$ cat config.mk
export PLATFORM = sky130hd
export DESIGN_NAME = serial_tx_responder
export DESIGN_NICKNAME = d
export VERILOG_FILES = /design/src/rtl/tx_pkg.sv /design/src/rtl/tx_baud_tick.sv /design/src/rtl/serial_tx_responder.sv
export SDC_FILE = /design/constraint.sdc
export NUM_CORES = 1
export LEC_CHECK = 0
export ABC_AREA = 1
export ABC_CLOCK_PERIOD_IN_PS = 1700
export CAP_MARGIN = 40
export CORE_ASPECT_RATIO = 1.5
export CORE_MARGIN = 2
export CORE_UTILIZATION = 49
export DETAILED_ROUTE_END_ITERATION = 8
export MAX_ROUTING_LAYER = met4
export PLACE_DENSITY_LB_ADDON = 0.05
export SYNTH_ARGS = -nofsm -noshare
export SYNTH_HDL_FRONTEND = slang
export SYNTH_HIERARCHICAL = 1
export SYNTH_SLANG_ARGS = --single-unit
$ cat constraint.sdc
create_clock -name CLK -period 1.7 [get_ports CLK]
set_input_delay 0.425 -clock CLK [delete_from_list [all_inputs] [get_ports CLK]]
set_output_delay 0.425 -clock CLK [all_outputs]
set_load 0.01 [all_outputs]
$ cat src/rtl/tx_pkg.sv
// Shared definitions for the serial transmit responder: state encoding and line idle level.
package tx_pkg;

    localparam logic [2:0] ST_IDLE   = 3'd0;
    localparam logic [2:0] ST_LOADED = 3'd1;
    localparam logic [2:0] ST_START  = 3'd2;
    localparam logic [2:0] ST_DATA   = 3'd3;
    localparam logic [2:0] ST_PARITY = 3'd4;
    localparam logic [2:0] ST_STOP   = 3'd5;
    localparam logic [2:0] ST_DONE   = 3'd6;

    localparam logic TX_IDLE_LEVEL = 1'b1;

    typedef enum logic [2:0] {
        IDLE   = ST_IDLE,
        LOADED = ST_LOADED,
        START  = ST_START,
        DATA   = ST_DATA,
        PARITY = ST_PARITY,
        STOP   = ST_STOP,
        DONE   = ST_DONE
    } tx_state_e;

    // States during which a frame occupies the serial line.
    function automatic logic is_busy_state(input tx_state_e s);
        return (s == START) || (s == DATA) || (s == PARITY) || (s == STOP);
    endfunction

endpackage

$ cat src/rtl/tx_baud_tick.sv
// Bit-period counter: counts 0..CLKS_PER_BIT-1 while enabled and flags the last cycle of each bit.
module tx_baud_tick #(
    parameter int CLKS_PER_BIT = 4
) (
    input  logic clk_i,
    input  logic rst_i,
    input  logic clr_i,
    input  logic en_i,
    output logic bit_end_o
);

    localparam int CW = (CLKS_PER_BIT > 1) ? $clog2(CLKS_PER_BIT) : 1;
    localparam logic [CW-1:0] LAST_CNT = CW'(CLKS_PER_BIT - 1);

    logic [CW-1:0] cnt_q;
    logic [CW-1:0] cnt_d;

    // Next count: cleared at frame start and outside frames, wraps at each bit boundary.
    always_comb begin
        cnt_d = cnt_q;
        if (clr_i) begin
            cnt_d = '0;
        end else if (en_i) begin
            if (cnt_q == LAST_CNT) begin
                cnt_d = '0;
            end else begin
                cnt_d = cnt_q + CW'(1);
            end
        end else begin
            cnt_d = '0;
        end
    end

    // Counter register.
    always_ff @(posedge clk_i or posedge rst_i) begin
        if (rst_i) begin
            cnt_q <= '0;
        end else begin
            cnt_q <= cnt_d;
        end
    end

    assign bit_end_o = en_i && !clr_i && (cnt_q == LAST_CNT);

endmodule

$ cat src/rtl/serial_tx_responder.sv
// Transmit responder: latches a parallel word, then sends it as a framed LSB-first serial
// stream (start, data, optional even parity, stop) and pulses Tx_DONE when the frame ends.
module serial_tx_responder
    import tx_pkg::*;
#(
    parameter int DATA_WIDTH   = 8,
    parameter int CLKS_PER_BIT = 4,
    parameter int PARITY_EN    = 0
) (
    input  logic                  CLK,
    input  logic                  RESET,
    input  logic                  PARALLEL_LOAD,
    input  logic                  Tx_DATA,
    input  logic [DATA_WIDTH-1:0] DATA_IN,
    output logic                  TX_OUT,
    output logic                  Tx_DONE,
    output logic                  TX_BUSY
);

    localparam int BW = $clog2(DATA_WIDTH + 1);
    localparam logic [BW-1:0] LAST_BIT = BW'(DATA_WIDTH - 1);

    tx_state_e             state_q, state_d;
    logic [DATA_WIDTH-1:0] shift_q, shift_d;
    logic [BW-1:0]         bit_cnt_q, bit_cnt_d;
    logic                  parity_q, parity_d;
    logic                  tx_out_q, tx_out_d;
    logic                  done_q, done_d;
    logic                  busy_q, busy_d;
    logic                  frame_start;
    logic                  baud_en;
    logic                  bit_end;

    assign frame_start = (state_q == LOADED) && !PARALLEL_LOAD && Tx_DATA;
    assign baud_en     = is_busy_state(state_q);

    tx_baud_tick #(
        .CLKS_PER_BIT(CLKS_PER_BIT)
    ) u_baud (
        .clk_i    (CLK),
        .rst_i    (RESET),
        .clr_i    (frame_start),
        .en_i     (baud_en),
        .bit_end_o(bit_end)
    );

    // Next-state logic; outputs are decoded from the next state so they register in step.
    always_comb begin
        state_d   = state_q;
        shift_d   = shift_q;
        bit_cnt_d = bit_cnt_q;
        parity_d  = parity_q;
        tx_out_d  = TX_IDLE_LEVEL;
        done_d    = 1'b0;
        busy_d    = 1'b0;

        case (state_q)
            IDLE: begin
                if (PARALLEL_LOAD) begin
                    shift_d  = DATA_IN;
                    parity_d = ^DATA_IN;
                    state_d  = LOADED;
                end else begin
                    state_d = IDLE;
                end
            end
            LOADED: begin
                if (PARALLEL_LOAD) begin
                    shift_d  = DATA_IN;
                    parity_d = ^DATA_IN;
                    state_d  = LOADED;
                end else if (Tx_DATA) begin
                    bit_cnt_d = '0;
                    state_d   = START;
                end else begin
                    state_d = LOADED;
                end
            end
            START: begin
                if (bit_end) begin
                    state_d = DATA;
                end else begin
                    state_d = START;
                end
            end
            DATA: begin
                if (bit_end) begin
                    shift_d = shift_q >> 1;
                    if (bit_cnt_q == LAST_BIT) begin
                        state_d = (PARITY_EN != 0) ? PARITY : STOP;
                    end else begin
                        bit_cnt_d = bit_cnt_q + BW'(1);
                    end
                end else begin
                    state_d = DATA;
                end
            end
            PARITY: begin
                if (bit_end) begin
                    state_d = STOP;
                end else begin
                    state_d = PARITY;
                end
            end
            STOP: begin
                if (bit_end) begin
                    state_d = DONE;
                end else begin
                    state_d = STOP;
                end
            end
            DONE: begin
                state_d = IDLE;
            end
            default: begin
                state_d = IDLE;
            end
        endcase

        case (state_d)
            START:   tx_out_d = 1'b0;
            DATA:    tx_out_d = shift_d[0];
            PARITY:  tx_out_d = parity_q;
            default: tx_out_d = TX_IDLE_LEVEL;
        endcase
        done_d = (state_d == DONE);
        busy_d = is_busy_state(state_d);
    end

    // State, datapath and registered output flops.
    always_ff @(posedge CLK or posedge RESET) begin
        if (RESET) begin
            state_q   <= IDLE;
            shift_q   <= '0;
            bit_cnt_q <= '0;
            parity_q  <= 1'b0;
            tx_out_q  <= TX_IDLE_LEVEL;
            done_q    <= 1'b0;
            busy_q    <= 1'b0;
        end else begin
            state_q   <= state_d;
            shift_q   <= shift_d;
            bit_cnt_q <= bit_cnt_d;
            parity_q  <= parity_d;
            tx_out_q  <= tx_out_d;
            done_q    <= done_d;
            busy_q    <= busy_d;
        end
    end

    assign TX_OUT  = tx_out_q;
    assign Tx_DONE = done_q;
    assign TX_BUSY = busy_q;

endmodule

==> impl_summary.md <==
Status
The run finished, with violations left. The checks that failed: negative setup slack.

Die
During I/O placement, the number of pins put on the boundary was 15. The die extent in y is 65.0 um. The floorplan core area is 2390 um^2. The die covers 2910 um^2. The number of placement rows is 22. For this configuration, the core starts out at a cell density of 0.508.

The x dimension of the die is 44.7 um.

Critical path
The data arrival at the endpoint of the critical path is 2050 ps. The number of cells traversed by the worst register-to-register path is 14. Along the worst path, the maximum fanout reaches 4. STA classifies the critical path endpoint as a flip-flop. Tracing the worst setup path back leads to its startpoint at Tx_DATA. Following the worst setup path forward leads to its endpoint at TX_OUT. The critical path crosses 13 cells after its start point. The critical path in this run is classified as in2reg. The number of buffer and inverter stages on the critical path is 3. In this run the critical register-to-register path is captured at TX_OUT.

The kind of cell with the highest combined delay along the critical path is simple AND/OR/NAND/NOR gates. The startpoint of the lowest-slack register-to-register path is state_q[0]. The required time at the worst-slack endpoint is 1960 ps. The most prevalent standard cell on the critical path is sky130_fd_sc_hd__nor2_4. The startpoint type of the worst setup path is an input pin. The slack of the worst reg-to-reg path is -80 ps. The signal on the critical path passes through clkdlybuf4s50_1 > nand2_2 > nor2_4 > inv_1 > nand2_2 > nor2_4 > buf_6 > o21bai_1 > nand2_1 > nor2_4 > nand2_1 > nor2_1 > nor2_1.

The slowest stage of the critical path is the sky130_fd_sc_hd__clkdlybuf4s50_1 cell. The largest single stage delay on the critical path is 490 ps.

Route
In this run, the number of DRC markers left after iteration 0 of detailed routing was 18. Dividing the detail-routed via count by the number of cells gives 5.23. The pre-antenna-repair detailed-routing pass consisted of 4 iterations.

The number of vias after detailed routing is 1145. The per-cell routed wire length is 13.3 um. The total DRC errors in the routed layout is 0. The residual antenna-violating net count after detailed routing is 0. The total length of routed wires is 2.92 mm.

STA
The worst max-slew margin expressed relative to the limit is 0.732. The number of hold-slack violations in the final timing report was 0. The clock period minus final worst setup slack is 1790 ps. The worst hold slack is 276 ps.

The number of max-slew violations in the final report is 0. The worst setup slack after layout is -89.2 ps. At the pin with the least slew margin, the transition time is 402 ps. The setup-violating endpoint count in the final report is 9. The largest clock skew in the final design is 2.73 ps.

The setup TNS is -267 ps. The fmax is 559 MHz. Setup repair after global routing could not meet its margin everywhere. The post-route fraction of the period consumed by the critical path is 1.05.

CTS
The latest clock arrival within the worst-skew pair is 310 ps. TritonCTS built the clock tree. The number of hold buffers added after cts is 0. Counting every sink on the clock net gives 21. The clock-pin slew on the worst setup and hold paths is 120 ps. In this run the number of H-tree levels came out at 1. The cell sitting at the root of the clock tree is a sky130_fd_sc_hd__clkbuf_4. The clock passes through at most 2 buffers. The total CTS buffers is 3.

Power and ir drop
Summing internal, switching and leakage power gives 2.45 mW. For this design the ratio of total power to cell area is 1360 nW/um^2. The largest vdd supply drop is 895 uV. Summed over all cells, the static leakage comes to 0.892 nW.

Layout
The footprint of the multi-input gates is 738 um^2. The repair_antennas step left the layout with diodes totalling 0. The storage element area is 531 um^2.

The number of standard cells in the layout, taps in and fillers out is 219. The number of inserted filler cells in the final layout is 175. Relative to the synthesized area, the layout overhead comes to 47.8%.

The number of nets in the layout is 210. The share of cells above drive strength 1 is 0.369.

Logic synthesis
The synthesized design contains 21 register bits. Of all flip-flops after synthesis, the portion carrying an async set or reset was 1.00. In the synthesized netlist, the number of instances is 150. The number of distinct standard cells referenced by the synthesized netlist is 25.

For this run, the register share of the synthesized area comes to 0.433. The synthesized cell area is 1220 um^2. The prevailing post-synth register cell is sky130_fd_sc_hd__dfrtp_1. The number of flops mapped to enable cells by yosys is 0. Averaged over all synthesized cells, the footprint is 8.12 um^2. The number of nets handed over by synthesis was 164. The count of warnings emitted by yosys is 6.

Worst hold path
The worst min-delay path class is in2async.

Global routing
The sum of overflow across all layers after global routing is 0. For met3 alone, demand over resource in global routing was 0.0167. The first-pass GRT wire length is 4.62 mm. Entering global routing, the biggest net connects 15 pins. The via count of the first global-routing pass is 1123.

The met2 layer usage reported by global route is 0.431. The layer with the highest usage after global routing is met2. Across every metal layer, demand over resource in global routing totals 0.226.

In the global route stage, met1 resource usage came out at 0.216. The initial antenna violation count is 0.

Place
The HPWL after detailed placement is 2.10 mm. The total of buffers placed on input and output ports is 14. Routability-driven placement finished with a final weighted congestion of 0.883. The number of cells in the design after placement is 207.

Run
Across the run, the number of max-cap violations was 0.
[kinds of logic (layout without fill, tap and decap cells)]
| kind of cell | Yosys count | count (layout) | synth area share |
|---|---|---|---|
| DFF | 21 | 21 | 0.433 |
| buffers and inverters | 23 | 68 | 0.0781 |
| and+or+nand+nor | 75 | 75 | 0.270 |
| adders and majority gates | 2 | 2 | 0.0206 |
| AOI/OAI and AO/OA | 19 | 19 | 0.126 |
| xor gates and xnor gates | 10 | 10 | 0.0719 |
[worst reg2reg max path, cell delays in order, from the launching register on]
cell	delay (ps)
sky130_fd_sc_hd__dfrtp_2	450
sky130_fd_sc_hd__buf_4	150
sky130_fd_sc_hd__nand3_4	80
sky130_fd_sc_hd__nand2_2	50
sky130_fd_sc_hd__inv_2	50
sky130_fd_sc_hd__nand2_2	50
sky130_fd_sc_hd__nand2_2	90
sky130_fd_sc_hd__nor2_4	50
sky130_fd_sc_hd__buf_6	130
sky130_fd_sc_hd__o21bai_1	130
sky130_fd_sc_hd__nand2_1	100
sky130_fd_sc_hd__nor2_4	150
sky130_fd_sc_hd__nand2_1	70
sky130_fd_sc_hd__nor2_1	110
sky130_fd_sc_hd__nor2_1	50
[power by group]
part / internal [mW] / switching (mW)
clock network: 0.0917 / 0.156
registers: 0.675 / 0.106
logic: 0.653 / 0.767
[how the worst min path moves through the flow]
stage	startpoint	endpoint	slack [ps]	cells past startpoint
floorplan	RESET	u_baud/cnt_q[0]	170	1
finish	RESET	u_baud/cnt_q[1]	280	2
detailed placement	parity_q	parity_q	470	2
CTS	RESET	u_baud/cnt_q[0]	270	2
global placement	shift_q[6]	shift_q[6]	460	2
global route	RESET	u_baud/cnt_q[1]	280	2
[layout by cell type, fill, tap and decap left out, drive strengths merged]
cell type       n
o41ai           1
xnor2           6
nand4           1
clkdlybuf4s50  13
nand2          50
buf            29
a21oi           1
dlygate4sd2     1
o221ai          1
o31ai           2
or2             1
nand3           8
inv            21
xor2            4
o21bai          1
a32oi           6
dfrtp          20
dfstp           1
clkbuf          4
o21ai           7
nor2           15
ha              2
[cells in the mapped netlist, types with 2 or more instances]
cell type / count / share of area
sky130_fd_sc_hd__a32oi_1: 6 / 0.043
sky130_fd_sc_hd__dfrtp_1: 20 / 0.41
sky130_fd_sc_hd__ha_1: 2 / 0.021
sky130_fd_sc_hd__inv_1: 21 / 0.065
sky130_fd_sc_hd__nand2_1: 46 / 0.14
sky130_fd_sc_hd__nand2_2: 4 / 0.021
sky130_fd_sc_hd__nand3_1: 7 / 0.029
sky130_fd_sc_hd__nor2_1: 10 / 0.031
sky130_fd_sc_hd__nor2_2: 4 / 0.021
sky130_fd_sc_hd__o21ai_0: 6 / 0.025
sky130_fd_sc_hd__o31ai_1: 2 / 0.012
sky130_fd_sc_hd__xnor2_1: 6 / 0.043
sky130_fd_sc_hd__xor2_1: 4 / 0.029
[what timing repair did]
action,CTS,global route
pin swaps,6,21
cloned,0,0
buffers inserted,3,5
gates resized for setup,20,19
endpoints found under the setup margin,16,15
[metrics by stage]
stage / setup WS, ps / util / area (um^2)
after global routing: -199 / 0.751 / 1800
final: -89.2 / 0.751 / 1800
after floorplan: -8.78 / - / 1240
after detailed placement: -465 / 0.646 / 1550
after global placement: -407 / 0.646 / 1550
after CTS: -66.6 / 0.689 / 1650
[metal layers]
metal  wire (um)  up-vias
met3          71        7
met2        1740       22
li1            -      574
met5           0        -
met1        1050      542
met4          63        0
[area by class of cell]
cell class,count,share of cell area
inverter,21,0.0452
clock buffer,4,0.0146
multi-input combinational,106,0.410
sequential,21,0.295
tap,24,0.0167
timing repair buffer,43,0.218
[sequential cells by signal, indices dropped and copies added (netlist names)]
register / count
shift_q: 8
bit_cnt_q: 4
state_q: 3
u_baud/cnt_q: 2
TX_BUSY: 1
TX_OUT: 1
Tx_DONE: 1
parity_q: 1
(Power assumes the default switching activity.)
